File: config.mk
export PLATFORM = sky130hd
export DESIGN_NAME = calc_seq_ctrl
export DESIGN_NICKNAME = d
export VERILOG_FILES = /design/src/rtl/calc_pkg.sv /design/src/rtl/digit_accum.sv /design/src/rtl/calc_seq_ctrl.sv
export SDC_FILE = /design/constraint.sdc
export NUM_CORES = 1
export LEC_CHECK = 0
export CAP_MARGIN = 20
export CORE_ASPECT_RATIO = 0.7
export CORE_UTILIZATION = 45
export DETAILED_ROUTE_END_ITERATION = 16
export PLACE_DENSITY = 0.81
export SLEW_MARGIN = 30
export SYNTH_ARGS = -nofsm -noshare
export SYNTH_HDL_FRONTEND = slang
export SYNTH_HIERARCHICAL = 1
export SYNTH_SLANG_ARGS = --single-unit
File: constraint.sdc
create_clock -name clk -period 7.8 [get_ports clk]
set_clock_uncertainty 0.1 [all_clocks]
set_input_delay 1.56 -clock clk [delete_from_list [all_inputs] [get_ports clk]]
set_output_delay 1.56 -clock clk [all_outputs]
set_load 0.02 [all_outputs]
File: src/rtl/calc_pkg.sv
// Shared constants for the calculator: key codes, sequencer states and the
// one-hot operator encoding understood by the operator decoder and the ALU.
package calc_pkg;

    // Decoded key codes above the decimal digits 0-9
    localparam logic [3:0] KEY_ADD  = 4'd10;
    localparam logic [3:0] KEY_SUB  = 4'd11;
    localparam logic [3:0] KEY_MUL  = 4'd12;
    localparam logic [3:0] KEY_EQ   = 4'd13;
    localparam logic [3:0] KEY_CLR  = 4'd14;
    localparam logic [3:0] KEY_RSVD = 4'd15;

    // One-hot operator select {C,B,A}
    localparam logic [2:0] OP_NONE = 3'b000;
    localparam logic [2:0] OP_ADD  = 3'b001;
    localparam logic [2:0] OP_SUB  = 3'b010;
    localparam logic [2:0] OP_MUL  = 3'b100;

    // Sequencer state encoding, also exported on the debug port
    typedef enum logic [2:0] {
        ST_ENTER_A = 3'd0,
        ST_ENTER_B = 3'd1,
        ST_EXEC    = 3'd2,
        ST_WAIT    = 3'd3,
        ST_SHOW    = 3'd4
    } calc_state_e;

    // True for the decimal digit keys
    function automatic logic is_digit(input logic [3:0] k);
        return (k <= 4'd9);
    endfunction

    // True for the three operator keys
    function automatic logic is_op(input logic [3:0] k);
        return (k == KEY_ADD) || (k == KEY_SUB) || (k == KEY_MUL);
    endfunction

    // Operator key to one-hot select; non-operator keys map to no operator
    function automatic logic [2:0] key_to_op(input logic [3:0] k);
        logic [2:0] op;
        case (k)
            KEY_ADD: op = OP_ADD;
            KEY_SUB: op = OP_SUB;
            KEY_MUL: op = OP_MUL;
            default: op = OP_NONE;
        endcase
        return op;
    endfunction

endpackage

File: src/rtl/digit_accum.sv
// Decimal operand accumulator: shifts in one digit per push (val*10+digit)
// and silently drops digits once MAX_DIGITS have been entered.
module digit_accum #(
    parameter int MAX_DIGITS = 3,
    parameter int W          = 10,
    parameter int CW         = $clog2(MAX_DIGITS + 1)
) (
    input  logic          clk,
    input  logic          rst_n,
    input  logic          clr,
    input  logic          load,
    input  logic [W-1:0]  load_val,
    input  logic          push,
    input  logic [3:0]    digit,
    output logic [W-1:0]  val,
    output logic [CW-1:0] count
);

    logic [W-1:0]  val_q, val_d;
    logic [CW-1:0] cnt_q, cnt_d;
    logic [W-1:0]  base_val;
    logic [CW-1:0] base_cnt;
    logic [W+3:0]  shifted;

    // Next value: clear first (so clear+push restarts with a single digit),
    // then either a whole-value load or a saturating digit append
    always_comb begin
        base_val = clr ? '0 : val_q;
        base_cnt = clr ? '0 : cnt_q;
        shifted  = {4'd0, base_val} * (W + 4)'(10) + {{W{1'b0}}, digit};
        val_d    = base_val;
        cnt_d    = base_cnt;
        if (load) begin
            // A loaded value is a complete operand; further digits are refused
            val_d = load_val;
            cnt_d = CW'(MAX_DIGITS);
        end else if (push && (base_cnt < CW'(MAX_DIGITS))) begin
            val_d = shifted[W-1:0];
            cnt_d = base_cnt + CW'(1);
        end
    end

    // Operand and digit-count registers
    always_ff @(posedge clk or negedge rst_n) begin
        if (!rst_n) begin
            val_q <= '0;
            cnt_q <= '0;
        end else begin
            val_q <= val_d;
            cnt_q <= cnt_d;
        end
    end

    assign val   = val_q;
    assign count = cnt_q;

endmodule

File: src/rtl/calc_seq_ctrl.sv
// Keypad sequencer for the calculator: collects operand A, operator and
// operand B, launches the ALU, waits for done, and holds the result for
// display and for chaining into the next calculation.
module calc_seq_ctrl
    import calc_pkg::*;
#(
    parameter int MAX_DIGITS = 3,
    parameter int W          = 10,
    parameter int RES_W      = 20
) (
    input  logic             clk,
    input  logic             rst_n,
    input  logic             key_valid,
    input  logic [3:0]       key_code,
    input  logic             alu_done,
    input  logic [RES_W-1:0] alu_result,
    input  logic             alu_err,
    output logic [W-1:0]     opnd_a,
    output logic [W-1:0]     opnd_b,
    output logic [2:0]       op_sel,
    output logic             alu_start,
    output logic [RES_W-1:0] disp_val,
    output logic             busy,
    output logic             err,
    output logic [2:0]       state_o
);

    localparam int CW      = $clog2(MAX_DIGITS + 1);
    localparam int MAX_VAL = (10 ** MAX_DIGITS) - 1;

    localparam logic [2:0] S_ENTER_A = ST_ENTER_A;
    localparam logic [2:0] S_ENTER_B = ST_ENTER_B;
    localparam logic [2:0] S_EXEC    = ST_EXEC;
    localparam logic [2:0] S_WAIT    = ST_WAIT;
    localparam logic [2:0] S_SHOW    = ST_SHOW;

    logic [2:0]       state_q, state_d;
    logic [2:0]       op_sel_q, op_sel_d;
    logic [RES_W-1:0] res_q, res_d;
    logic             err_q, err_d;

    logic             clr_a, load_a, push_a;
    logic             clr_b, push_b;
    logic [W-1:0]     val_a, val_b;
    logic [CW-1:0]    cnt_a, cnt_b;

    logic             key_clr, key_dig, key_op, key_eq;
    logic             res_ok;
    logic             unused_cnt_a;

    // Key classification; the reserved code matches none of these
    always_comb begin
        key_clr = key_valid && (key_code == KEY_CLR);
        key_dig = key_valid && is_digit(key_code);
        key_op  = key_valid && is_op(key_code);
        key_eq  = key_valid && (key_code == KEY_EQ);
    end

    // A result can seed operand A only if it is error-free and fits the
    // decimal entry range (which also guarantees it fits in W bits)
    always_comb begin
        res_ok = !err_q
              && ((res_q >> W) == '0)
              && (res_q <= RES_W'(MAX_VAL));
    end

    // Sequencer next-state and datapath control
    always_comb begin
        state_d  = state_q;
        op_sel_d = op_sel_q;
        res_d    = res_q;
        err_d    = err_q;
        clr_a    = 1'b0;
        load_a   = 1'b0;
        push_a   = 1'b0;
        clr_b    = 1'b0;
        push_b   = 1'b0;

        if (key_clr) begin
            // Clear wins over everything, including a simultaneous alu_done
            state_d  = S_ENTER_A;
            op_sel_d = OP_NONE;
            res_d    = '0;
            err_d    = 1'b0;
            clr_a    = 1'b1;
            clr_b    = 1'b1;
        end else begin
            case (state_q)
                S_ENTER_A: begin
                    if (key_dig) begin
                        push_a = 1'b1;
                    end else if (key_op) begin
                        op_sel_d = key_to_op(key_code);
                        clr_b    = 1'b1;
                        state_d  = S_ENTER_B;
                    end
                end
                S_ENTER_B: begin
                    if (key_dig) begin
                        push_b = 1'b1;
                    end else if (key_op && (cnt_b == '0)) begin
                        // Operator can still be changed before B is entered
                        op_sel_d = key_to_op(key_code);
                    end else if (key_eq && (cnt_b != '0)) begin
                        state_d = S_EXEC;
                    end
                end
                S_EXEC: begin
                    state_d = S_WAIT;
                end
                S_WAIT: begin
                    if (alu_done) begin
                        res_d   = alu_result;
                        err_d   = err_q | alu_err;
                        state_d = S_SHOW;
                    end
                end
                S_SHOW: begin
                    if (key_dig) begin
                        // Fresh calculation starting with this digit
                        clr_a   = 1'b1;
                        push_a  = 1'b1;
                        clr_b   = 1'b1;
                        state_d = S_ENTER_A;
                    end else if (key_op) begin
                        if (res_ok) begin
                            load_a   = 1'b1;
                            op_sel_d = key_to_op(key_code);
                            clr_b    = 1'b1;
                            state_d  = S_ENTER_B;
                        end else begin
                            err_d = 1'b1;
                        end
                    end else if (key_eq) begin
                        // Repeat the last operation on the previous result
                        if (res_ok) begin
                            load_a  = 1'b1;
                            state_d = S_EXEC;
                        end else begin
                            err_d = 1'b1;
                        end
                    end
                end
                default: begin
                    state_d = S_ENTER_A;
                end
            endcase
        end
    end

    // Sequencer state, operator, result and sticky error registers
    always_ff @(posedge clk or negedge rst_n) begin
        if (!rst_n) begin
            state_q  <= S_ENTER_A;
            op_sel_q <= OP_NONE;
            res_q    <= '0;
            err_q    <= 1'b0;
        end else begin
            state_q  <= state_d;
            op_sel_q <= op_sel_d;
            res_q    <= res_d;
            err_q    <= err_d;
        end
    end

    digit_accum #(
        .MAX_DIGITS (MAX_DIGITS),
        .W          (W),
        .CW         (CW)
    ) u_acc_a (
        .clk      (clk),
        .rst_n    (rst_n),
        .clr      (clr_a),
        .load     (load_a),
        .load_val (res_q[W-1:0]),
        .push     (push_a),
        .digit    (key_code),
        .val      (val_a),
        .count    (cnt_a)
    );

    digit_accum #(
        .MAX_DIGITS (MAX_DIGITS),
        .W          (W),
        .CW         (CW)
    ) u_acc_b (
        .clk      (clk),
        .rst_n    (rst_n),
        .clr      (clr_b),
        .load     (1'b0),
        .load_val ('0),
        .push     (push_b),
        .digit    (key_code),
        .val      (val_b),
        .count    (cnt_b)
    );

    // Operand A's digit count only matters inside its own accumulator
    assign unused_cnt_a = ^cnt_a;

    // Display: the operand being typed, or the result once it is latched.
    // While the ALU runs the last typed entry (operand B) stays visible.
    always_comb begin
        case (state_q)
            S_ENTER_A: disp_val = RES_W'(val_a);
            S_SHOW:    disp_val = res_q;
            default:   disp_val = RES_W'(val_b);
        endcase
    end

    assign opnd_a    = val_a;
    assign opnd_b    = val_b;
    assign op_sel    = op_sel_q;
    assign alu_start = (state_q == S_EXEC);
    assign busy      = (state_q == S_EXEC) || (state_q == S_WAIT);
    assign err       = err_q;
    assign state_o   = state_q;

endmodule
# Word-level counts from Yosys, hierarchy flattened

Cells that the tools add are included.

Register bits: 51
Bits of input ports: 29
Output and inout bits: 49
Logic and storage cells: 131

Add/subtract/negate cells: 4
Multipliers: 2
Magnitude comparators: 4
Eq/ne operators: 22
Muxes and demuxes: 63
Bitwise logic cells: 1
Reductions and logical operators: 27

Operator list:

| kind                                                              | count |
|---|---|
| two-way mux 20 bit                                                | 3 |
| two-way mux 3 bit                                                 | 20 |
| two-way mux 10 bit                                                | 5 |
| one-hot mux 20 bit (2 select lines)                               | 1 |
| != test 3 bit (second input constant)                             | 10 |
| two-way mux 1 bit                                                 | 24 |
| adder 10 x 4 -> 10 bit                                            | 2 |
| equality test 4 bit (second input constant)                       | 5 |
| less-or-equal comparator 20 x 10 -> 1 bit (second input constant) | 1 |
| zero test 20 bit                                                  | 1 |
| multiplier 10 x 3 -> 9 bit (second input constant)                | 2 |
| one-hot mux 3 bit (3 select lines)                                | 2 |
| AND reduction 8 bit                                               | 2 |
| one-hot mux 3 bit (5 select lines)                                | 1 |
| logical AND 1 bit                                                 | 10 |
| two-way mux 2 bit                                                 | 5 |
| != test 4 bit (second input constant)                             | 2 |
| equality test 3 x 2 -> 1 bit (second input constant)              | 2 |
| nonzero test 2 bit                                                | 3 |
| != test 5 bit (second input constant)                             | 1 |
| adder 2 x 1 -> 2 bit (second input constant)                      | 2 |
| less-or-equal comparator 4 bit (second input constant)            | 1 |
| < comparator 2 bit (second input constant)                        | 2 |
| one-hot mux 1 bit (2 select lines)                                | 2 |
| other kinds (12)                                                  | 14 |

# Logic depth before layout (Yosys ltp)

Word-level depth: 12
Gate-level depth with buffers: 15
Gate-level depth less buffers: 15

# By module

Netlist, hierarchy kept.

By module, submodules not included:

| module        | instances | cells each | area an instance (µm²) | sequential area each (µm²) |
|---|---|---|---|---|
| digit_accum   | 2         | 120        | 1,118.6                | 300.3 |
| calc_seq_ctrl | 1         | 219        | 1,741.7                | 675.6 |

# Worst setup path before layout

Ideal clock, no wire load.

Path kind: input port to flip-flop
Start point: input key_code[2]
End point: register u_acc_b.val_q[9], in the netlist u_acc_b/val[9]
Setup time: 0.104 ns
Arrival time: 4.825 ns
Data required time: 7.596 ns
Path slack: 2.772 ns
Cell stages on the path: 15
Path buffers: 2
Cell sequence: buf_4 o21ai_0 nand2_1 o21ai_0 a31o_1 clkbuf_1 nor2_1 ha_1 fa_1 a21o_1 a21oi_2 xnor2_1 nand3_2 xnor3_1 o41ai_2

Longest elaborated chain between the ends: 12
Elaborated cells between the ends (all ways): 26
Classes of those cells: add/sub (1); mul (1); order compare (2); eq/ne (4); mux (12); reduce/logical (6)

RTL lines:

| element                                                                 | RTL line                                  | text |
|---|---|---|
| start, declared                                                         | calc_seq_ctrl.sv:14                       | `input logic [3:0] key_code,` |
| equality test 4 bit                                                     | calc_pkg.sv:35                            | `return (k == KEY_ADD) \|\| (k == KEY_SUB) \|\| (k == KEY_MUL);` |
| logical OR 1 bit (2 in a row)                                           | calc_pkg.sv:35                            |  |
| logical AND 1 bit                                                       | calc_seq_ctrl.sv:55                       | `key_op = key_valid && is_op(key_code);` |
| two-way mux 1 bit (on tied branches)                                    | calc_seq_ctrl.sv:125, calc_seq_ctrl.sv:92 |  |
| two-way mux 1 bit (on tied branches)                                    | calc_seq_ctrl.sv:119, calc_seq_ctrl.sv:90 |  |
| one-hot mux 1 bit (2 select lines)                                      | calc_seq_ctrl.sv:88                       | `case (state_q)` |
| two-way mux 1 bit (*)                                                   | calc_seq_ctrl.sv:79                       | `if (key_clr) begin` |
| net clr_b                                                               | calc_seq_ctrl.sv:43                       | `logic clr_b, push_b;` |
| two-way mux 10 bit / two-way mux 2 bit (equally long branches)          | digit_accum.sv:28, digit_accum.sv:29      |  |
| multiplier 10 x 3 -> 9 bit / < comparator 2 bit (equally long branches) | digit_accum.sv:30, digit_accum.sv:37      |  |
| adder 10 x 4 -> 10 bit / logical AND 1 bit (equally long branches)      | digit_accum.sv:30, digit_accum.sv:37      |  |
| two-way mux 10 bit (*)                                                  | digit_accum.sv:37                         | `end else if (push && (base_cnt < CW'(MAX_DIGITS))) begin` |
| end signal, assigned                                                    | digit_accum.sv:49                         | `val_q <= val_d;` |
| end, declared                                                           | digit_accum.sv:19                         | `logic [W-1:0] val_q, val_d;` |

The timed path passes the listed nets; every way through them passes the cells marked *.
A chain may end at the register's enable or synchronous reset.

# Worst setup path in the final report

Ends and elaborated chain as after synthesis.

==> run metrics <==
clock share of power=0.129; Hold Crit Class=reg2reg; Seq pwr share=0.248; Post-synth ARST share=1.00; Post-DP HPWL=7910 um; post-route antenna net violation count=0; Fmax=164 MHz; Max Transition Viols Final=0; Hold-fix buffers, CTS=0; Worst path max stage delay=~840 ps; Crit Path Category=in2reg; simple-gate share of the synthesized area=0.242; dpl ws=1480 ps; Comb pwr share=0.623; post-synthesis compound-gate area fraction=0.177; switching pwr=789 uW; largest family of logic cells by synthesized area=simple AND/OR/NAND/NOR gates; post-synth top area share=0.321; cell mode on critical path=nand3_1; mux share of post-synthesis cell area=0.0538; core area=8510 um^2; number of flops mapped to enable cells by yosys=0; global-route wire length before repair=roughly 18000 um; crit path max-delay cell type=clkdlybuf4s50_1; maxcap violations=0; Largest delay share family, worst path=simple AND/OR/NAND/NOR gates; post-synthesis xor/xnor area fraction=0.0752; Routed WL per cell=16.2 um; Yosys Warn Count=6; primary flip-flop cell chosen by synthesis mapping=dfrtp_1; dominant cells by area after synthesis=dfrtp_1 32%, ha_1 7.5%, nand2_1 6.4%; Crit path buffers/inverters=2; cell-internal power=980 uW; synth unique cells=56; Max-slew headroom=0.448; DRC=0; RSZ-0062 raised after global routing=false; Peak VDD IR=144 uV; Reg2Reg Setup Slack=3150 ps; status=completed; DIE WIDTH=114 um; Synth Area in Adders=0.0956; IO buf count=77; Iter 0 DRT Violations=267; Num CTS Buffers=5; Synth area leader=dfrtp_1; row cnt=28; vias in the first global route=about 3500; setup bufs post-CTS=0; Post-Syn Instances=about 460; Via-to-Cell Ratio=5.45; placed inst area=~5000 um^2; design area=5030 um^2; CTS HTree Levels=2; largest net degree at the start of global routing=between 50 and 60; final core occ=0.591; Final Cycle Share=0.783; endpoints failing setup=0; Final min period=6110 ps; first drt pass iteration count=5; Top Ports=78; Clock Sinks=51; synthesized area=3980 um^2; placer congestion estimate=between 0.8 and 0.9; P&R area growth vs syn=26.5%; Starting Density=0.467; initial antenna violation count=0; fraction of layout instances using a drive strength above 1=0.0725; CP arrival=6200 ps; NumNets Final=594; Critical Path End Type=register; Die H=80.7 um; Net Sw Frac=0.446; startpoint types=input port; Seq/Total Area, Yosys=0.321; CP cell instances=clkdlybuf4s50_1, nand3_1, or2_2, o21ai_0, buf_4, a31o_1, nor2b_1, and2_1, ha_1, fa_1, xor2_1, nand3_1, nor2_2, nand3_2, xnor3_1, o41ai_2; total track usage=0.251; CTS resizes=0; DIE AREA=between 9000 and 10000 um^2; Seq cells post-synth=51; final worst slack=1690 ps; CP Max Fanout=17; Root Buffer=clkbuf_16; Leakage=2.11 nW; clock tree buffer depth=2; PwrDens=352 nW/um^2; Data required, critical path=7890 ps; Fin Setup TNS=0 ps; Worst-Margin Slew=827 ps; syn avg cell area=about 8.7 um^2; worst skew pair latency=~300 ps; antenna cells=0; grt ovf=0; Total Wirelength=10600 um; CTS clk-pin slew, worst paths=70 ps; routed via count=3584; endpoints failing hold=0; TritonCTS clock tree=yes
-- metal layers --
| layer | routed length (um) | GRT usage | vias up |
|---|---|---|---|
| li1 | - | - | 1745 |
| met1 | 5530 | 0.387 | 1701 |
| met2 | 4370 | 0.363 | 128 |
| met3 | 620 | 0.0438 | 10 |
| met4 | 129 | 0.0494 | 0 |
| met5 | 0 | 0 | - |
-- cells in the mapped netlist, drive strengths merged, types with 2 or more instances --
| library cell | n |
|---|---|
| mux2i | 18 |
| nand2 | 68 |
| nor2 | 44 |
| fa | 4 |
| o21ai | 20 |
| clkbuf | 18 |
| ha | 24 |
| a221oi | 2 |
| dfrtp | 51 |
| o21ba | 2 |
| xnor2 | 22 |
| a21oi | 46 |
| a21o | 8 |
| a211oi | 6 |
| nand3 | 8 |
| o21a | 3 |
| and2 | 8 |
| nor3b | 8 |
| and3 | 12 |
| xnor3 | 2 |
| nor2b | 24 |
| o311a | 2 |
| inv | 7 |
| xor2 | 7 |
| buf | 5 |
| mux2 | 3 |
| a22oi | 2 |
| o41ai | 2 |
| nor4 | 5 |
| nor3 | 8 |
| nand2b | 4 |
| o32ai | 2 |
-- cell families after synthesis --
group | Yosys count
xor gates and xnor gates | 31
adders and majority gates | 28
DFF | 51
and+or+nand+nor | 194
buffers and inverters | 30
other | 1
muxes | 21
AOI/OAI and AO/OA | 103
-- power groups by stage --
stage               Sequential [mW]  Clock (mW)  Combinational, mW
finish                        0.438       0.229               1.10
CTS                           0.436       0.231               1.09
global route                  0.452       0.245               1.21
floorplan                     0.460           0              0.730
detailed placement            0.441           0               1.09
global placement              0.437           0               1.06
-- stage by stage --
step,cells,hold slack (ps),power (mW)
floorplan,471,374,1.19
global placement,650,386,1.50
detailed placement,650,379,1.53
CTS,658,400,1.76
global route,658,416,1.90
finish,658,399,1.77
-- worst paths after layout --
kind                             start              to  cells after the start
setup / recovery           key_code[2]  u_acc_b/val[9]                     16
hold / removal               op_sel[0]       op_sel[0]                      1
max in group asynchronous        rst_n  u_acc_a/val[4]                      2
setup reg to reg            state_o[0]  u_acc_b/val[9]                     16
hold reg to reg              op_sel[0]       op_sel[0]                      1
min in group asynchronous        rst_n       op_sel[0]                      2
-- layout make-up --
class / instances / area [um^2]
repair buffers: 82 / 803
clock inverters: 3 / 23.8
clock buffers: 5 / 125
inverters: 7 / 26.3
flip-flops and latches: 51 / 1280
multi-input cells: 390 / 2630
well taps: 120 / 150
fillers: 760 / 3480
-- state kept, by name, summed over array words and instances (netlist names) --
signal / flops
err: 1
u_acc_b/val: 10
u_acc_a/count: 2
u_acc_a/val: 10
op_sel: 3
res_q: 20
u_acc_b/count: 2
state_o: 3
-- layout by cell type (no fill, tap or decap), drive strengths merged, types with 12 or more instances in the layout --
| cell | netlist | routed |
|---|---|---|
| clkdlybuf4s50 | 0 | 76 |
| nand2 | 68 | 68 |
| dfrtp | 51 | 51 |
| a21oi | 46 | 46 |
| nor2 | 44 | 44 |
| nor2b | 24 | 24 |
| ha | 24 | 24 |
| xnor2 | 22 | 22 |
| o21ai | 20 | 20 |
| mux2i | 18 | 18 |
| conb | 1 | 13 |
| and3 | 12 | 12 |
-- worst register-to-register path, delay by kind of cell, from the launching register on --
family                     cells  cell delay [ps]
DFF                            1              530
and+or+nand+nor                7             1160
adders and majority gates      2              630
AOI/OAI and AO/OA              3              930
xor gates and xnor gates       2              600
buffers and inverters          2              580
Power figures use the tool's default switching activity.
==> patch 1 (same flow settings) <==
`W` is set to 10 in 2 places; all go to 11.
--- a/src/rtl/digit_accum.sv
+++ b/src/rtl/digit_accum.sv
@@ -2,7 +2,7 @@
 // and silently drops digits once MAX_DIGITS have been entered.
 module digit_accum #(
     parameter int MAX_DIGITS = 3,
-    parameter int W          = 10,
+    parameter int W          = 11,
     parameter int CW         = $clog2(MAX_DIGITS + 1)
 ) (
     input  logic          clk,
--- a/src/rtl/calc_seq_ctrl.sv
+++ b/src/rtl/calc_seq_ctrl.sv
@@ -5,7 +5,7 @@
     import calc_pkg::*;
 #(
     parameter int MAX_DIGITS = 3,
-    parameter int W          = 10,
+    parameter int W          = 11,
     parameter int RES_W      = 20
 ) (
     input  logic             clk,
Interface: changed (resized opnd_a and opnd_b); port bits go from 78 to 80. No check against the original RTL was run, so the function may have changed too.
==> patch 1 against the original RTL <==
Critical path depth down 1. Wire length up 20%. Final area up 11%. Power up 21%. Worst hold slack better by 0.018 ns. Global-route usage up 0.15 points. Area after synthesis up 12%. Combinational power up 24%. Final cell count up 13%. Setup slack worse by 0.012 ns. Sequential cell count up 2. First-iteration DRC count up 9.7%. Highest routed layer unchanged.
==> patch 1: results (changes against the original RTL) <==
Synth
  – Register area share after synthesis: 0.297 (-0.0241)
  – Top FF cell, synth: dfrtp_1
  – Distinct cells, synth: 70 (+25%)
  – Synth cell count leaders: 75 x nand2_1, 53 x dfrtp_1, 47 x nor2_1
  – Async S/R FF share, synth: 1.00 (unchanged)
  – Synth warn: 6 (unchanged)
  – Largest cells by area after synthesis: dfrtp_1 30%, ha_1 7.3%, nand2_1 6.3%, xnor2_1 5.3%, a21oi_1 5.1%

Critical path
  – Family with the most delay on the worst path: simple AND/OR/NAND/NOR gates
  – Worst R2R Start: state_o[0]
  – Worst Reg2Reg Path Length in Cells: 15 (-1)
  – Worst Setup SP: key_code[2]
  – Crit path max fanout: 18 (+1)
  – Setup slack, reg-to-reg: 2.92 ns (-0.23 ns)
  – CP max-delay cell: clkdlybuf4s50_1
  – Crit-path max cell delay: 0.91 ns (+0.07 ns)
  – Capturing point of the worst reg2reg path: u_acc_b/val[9]
  – Critical Path AT: 6.20 ns (about the same)
  – CP endpoint: u_acc_b/val[9]

Global route
  – First-pass GRT wire length: 20,600 um (+16%)
  – Vias in the first global route: 4,088 (+18%)
  – Initial antenna violation count: 0 (unchanged)
  – Largest net degree at the start of global routing: 54 (+3.8%)
  – GRT Total Usage: 0.252 (+0.00151)

Timing
  – Worst slew pin tran: 0.842 ns (+0.0148 ns)

Power and ir drop
  – Worst VDD drop: 0.000189 V (+31%)
  – Leak: 2.29 nW (+8.4%)

Clock tree
  – CTS resizes: 0 (unchanged)
  – CTS max path bufs: 2 (unchanged)
  – Setup Buffers After CTS: 0 (unchanged)
  – Clk_lat worst skew: 0.29 ns
  – Cts bufs inserted: 5 (unchanged)
  – H-tree levels: 2 (unchanged)
  – Clock-pin slew on the worst setup and hold paths: 0.07 ns (about the same)
  – Root Buffer Master: clkbuf_16

Routing
  – Avg WL per Cell: 17.2 um (+6.4%)
  – Initial DRC Count: 293 (+9.7%)
  – 1st-pass router iterations: 5 (unchanged)
  – Via/cell ratio: 5.68 (+4.2%)

Finish
  – Share of cells above drive strength 1: 0.101 (+0.0285)
  – Largest Register: res_q
  – # diodes: 0 (unchanged)
  – Max reg flops: 20 (unchanged)
  – # nets final: 670 (+13%)

Placed design
  – GPL Wtd Cong: 0.906 (+1.1%)
  – HPWL Detailed: 9400 um (+19%)
  – IO buf count: 79 (+2.6%)

Hold path
  – Hold WC Path Type: reg -> reg

Status
  – Status: finished, final reports clean
patch 1: worst min path at each step:
stage | depth (start not counted) | end | slack (ns) | from
after floorplan | 2 | u_acc_a/val[0] | 0.37 | res_q[0]
after global placement | 2 | u_acc_a/val[2] | 0.40 | res_q[2]
after detailed placement | 1 | op_sel[1] | 0.40 | op_sel[1]
after CTS | 1 | op_sel[0] | 0.43 | op_sel[0]
after global routing | 1 | op_sel[0] | 0.45 | op_sel[0]
final | 1 | op_sel[0] | 0.42 | op_sel[0]
patch 1: kinds of logic (layout without fill, tap and decap cells):
logic type | after synthesis | count (layout) | synth area share
AO/OA/AOI/OAI | 116 | 116 | 0.172
XOR/XNOR | 36 | 36 | 0.0772
adder cells (fa/ha/maj) | 30 | 30 | 0.0868
buffers and inverters | 37 | 102 | 0.0361
flip-flops | 53 | 53 | 0.297
multiplexers | 20 | 20 | 0.0462
other | 1 | 17 | 0.000839
AND/OR/NAND/NOR | 240 | 240 | 0.284
patch 1: final cells by class:
cell class | instances | area [um^2]
clock buffers | 5 | 125
fillers | 872 | 4100
repair buffers | 83 | 816
clock inverters | 3 | 65.1
well taps | 128 | 160
multi-input cells | 459 | 3050
flip-flops and latches | 53 | 1330
inverters | 11 | 41.3
patch 1: stage by stage:
stage	instances	setup WS [ns]	utilization	total power, W	cell area [um^2]
after floorplan	549	2.72	-	0.00141	4530
after global placement	734	1.77	0.557	0.00178	5390
after detailed placement	734	1.45	0.557	0.00183	5390
after CTS	742	1.74	0.576	0.00213	5580
after global routing	742	1.28	0.577	0.00228	5590
final	742	1.68	0.577	0.00214	5590
patch 1: routing by layer:
metal / GRT usage / part of all wire
met5: 0 / 0
met4: 0.0584 / 0.016
met3: 0.0370 / 0.085
met2: 0.395 / 0.44
met1: 0.366 / 0.46
patch 1: where the power goes:
group          internal [W]  switching (W)
logic              0.000613       0.000743
clock network      0.000183       0.000104
registers          0.000373       0.000128
total               0.00117       0.000975
==> patch 2 (config.mk and constraints unchanged) <==
Without the edit above. Put a register stage on the outputs `opnd_a`, `opnd_b`, `alu_start` and `busy`. The values now appear one clock later. The other outputs are not delayed to match.
--- a/src/rtl/calc_seq_ctrl.sv
+++ b/src/rtl/calc_seq_ctrl.sv
@@ -208,11 +208,13 @@
         endcase
     end
 
-    assign opnd_a    = val_a;
-    assign opnd_b    = val_b;
     assign op_sel    = op_sel_q;
-    assign alu_start = (state_q == S_EXEC);
-    assign busy      = (state_q == S_EXEC) || (state_q == S_WAIT);
+    always_ff @(posedge clk) begin
+        opnd_a    <= val_a;
+        opnd_b    <= val_b;
+        alu_start <= (state_q == S_EXEC);
+        busy      <= (state_q == S_EXEC) || (state_q == S_WAIT);
+    end
     assign err       = err_q;
     assign state_o   = state_q;
 
Function: changed (Yosys sat finds a counterexample within 4 cycles, from zero or initial values and one cycle with rst_n low).
==> patch 2 against the original RTL <==
Area after synthesis grew 9.7%. Sequential cell count grew 22. Power is 26% higher. First-iteration DRC count fell by 19%. Final area rose by 10%. Worst hold slack worse by 0.096 ns. Register-to-register slack better by 0.26 ns. Setup slack gained 0.60 ns. Critical path type unchanged. Wire length is 9.9% higher. Highest routed layer unchanged.
==> patch 2: results (changes against the original RTL) <==
Routing
  – Final wirelength: 11,700 um (+9.9%)
  – Initial DRC Count: 215 (-19%)
  – Metal-1 WL: 5650 um (+2.2%)
  – Met2 Wirelength: 4960 um (+14%)
  – Via/cell ratio: 5.58 (+2.5%)
  – Routed met3 length: 933 um (+50%)

Finish
  – Fillers: 797 (+4.9%)
  – Share of cells above drive strength 1: 0.0860 (+0.0135)
  – Max reg flops: 20 (unchanged)
  – # nets final: 610 (+2.7%)
  – Largest Register: res_q

Clock tree
  – Clk_lat worst skew: 0.34 ns (+0.04 ns)
  – Root Buffer Master: clkbuf_16
  – H-tree levels: 3 (+1)
  – Cts bufs inserted: 9 (+4)

Critical path
  – Worst Reg2Reg Path Length in Cells: 14 (-2)

Global route
  – Initial antenna violation count: 0 (unchanged)
  – GRT Total Usage: 0.243 (-0.00796)
  – Vias in the first global route: 3,603 (+3.8%)
  – First-pass GRT wire length: 18,900 um (+5.7%)

Placed design
  – Cell Area, Placed: 5250 um^2 (+7.5%)
  – HPWL Detailed: 8480 um (+7.2%)
  – IO buf count: 77 (unchanged)
  – GPL Wtd Cong: 0.887 (-1.0%)

Synth
  – Post-Synth XOR/XNOR Area: 0.0685 (-0.00666)
  – Register area share after synthesis: 0.393 (+0.0725)
  – Largest cells by area after synthesis: dfrtp_1 29%, dfxtp_1 10%, ha_1 6.9%, nand2_1 5.7%, a21oi_1 5.0%
  – Compound-Gate Fraction of Synth Area: 0.155 (-0.0220)
  – Distinct cells, synth: 58 (+3.6%)
  – Post-synthesis adder-cell area fraction: 0.0871 (-0.00847)
  – Synth cell count leaders: 66 x nand2_1, 51 x dfrtp_1, 44 x a21oi_1
  – Async S/R FF share, synth: 0.699 (-0.301)
  – Mux contribution to synthesized area: 0.0487 (-0.00505)

Hold path
  – Hold path depth: 0 (-1)

Status
  – Status: finished, final reports clean

Power and ir drop
  – Worst VDD drop: 0.000215 V (+49%)
  – Leak: 2.36 nW (+12%)

Timing
  – Worst slew pin tran: 0.889 ns (+0.0619 ns)
[patch 2: through the flow]
stage / total power [W] / cells / setup slack (ns)
2_1_floorplan: 0.00142 / 485 / 2.87
3_3_place_gp: 0.00177 / 666 / 2.12
3_5_place_dp: 0.00180 / 666 / 1.97
4_1_cts: 0.00223 / 682 / 2.33
5_1_grt: 0.00238 / 682 / 1.89
6_report: 0.00223 / 682 / 2.29
[patch 2: critical path, stage by stage]
cell and delay [ns]:
clkdlybuf4s50_1 0.64, o21ai_0 0.31, nand2_1 0.17, o21ai_0 0.19, buf_4 0.25, a31o_2 0.36
nor2b_1 0.14, and2_1 0.18, ha_1 0.22, fa_1 0.40, xor2_1 0.21, nand3_1 0.15
nor2_2 0.18, nand3_2 0.10, xnor3_1 0.38, o41ai_2 0.20
[patch 2: layout make-up]
cell class                 count  area [um^2]  area share
timing repair buffer          81          796       0.143
multi-input combinational    381         2560       0.461
inverter                       7         26.3     0.00473
clock buffer                  10          229      0.0413
clock inverter                 6         67.6      0.0122
tap                          124          155      0.0280
sequential                    73         1720       0.310
[patch 2: final timing paths]
check / startpoint / endpoint / slack (ns)
min in group asynchronous: rst_n / op_sel[1] / 1.23
max in group asynchronous: rst_n / state_o[2] / 5.90
hold reg to reg: u_acc_a/val[9] / opnd_a[9] / 0.30
hold / removal: u_acc_a/val[9] / opnd_a[9] / 0.30
setup reg to reg: state_o[2] / u_acc_b/val[9] / 3.41
setup / recovery: key_code[2] / u_acc_b/val[9] / 2.29
[patch 2: cells by family (layout without fill, tap and decap cells)]
family,Yosys count,after routing
simple gates,184,184
compound gates,104,104
flops,73,73
xor+xnor,31,31
buf+inv,31,104
fa+ha+maj,28,28
mux,21,21
other cells,1,13
[patch 2: power breakdown]
part / internal, W / total [W] / switching (W)
combinational: 0.000536 / 0.00116 / 0.000625
clock: 0.000249 / 0.000415 / 0.000167
sequential: 0.000518 / 0.000656 / 0.000138
[patch 2: per-layer routing]
metal,track usage,vias to the layer above
met2,0.350,173
met3,0.0639,14
met1,0.359,1824
met5,0,-
met4,0.0648,0
li1,-,1795
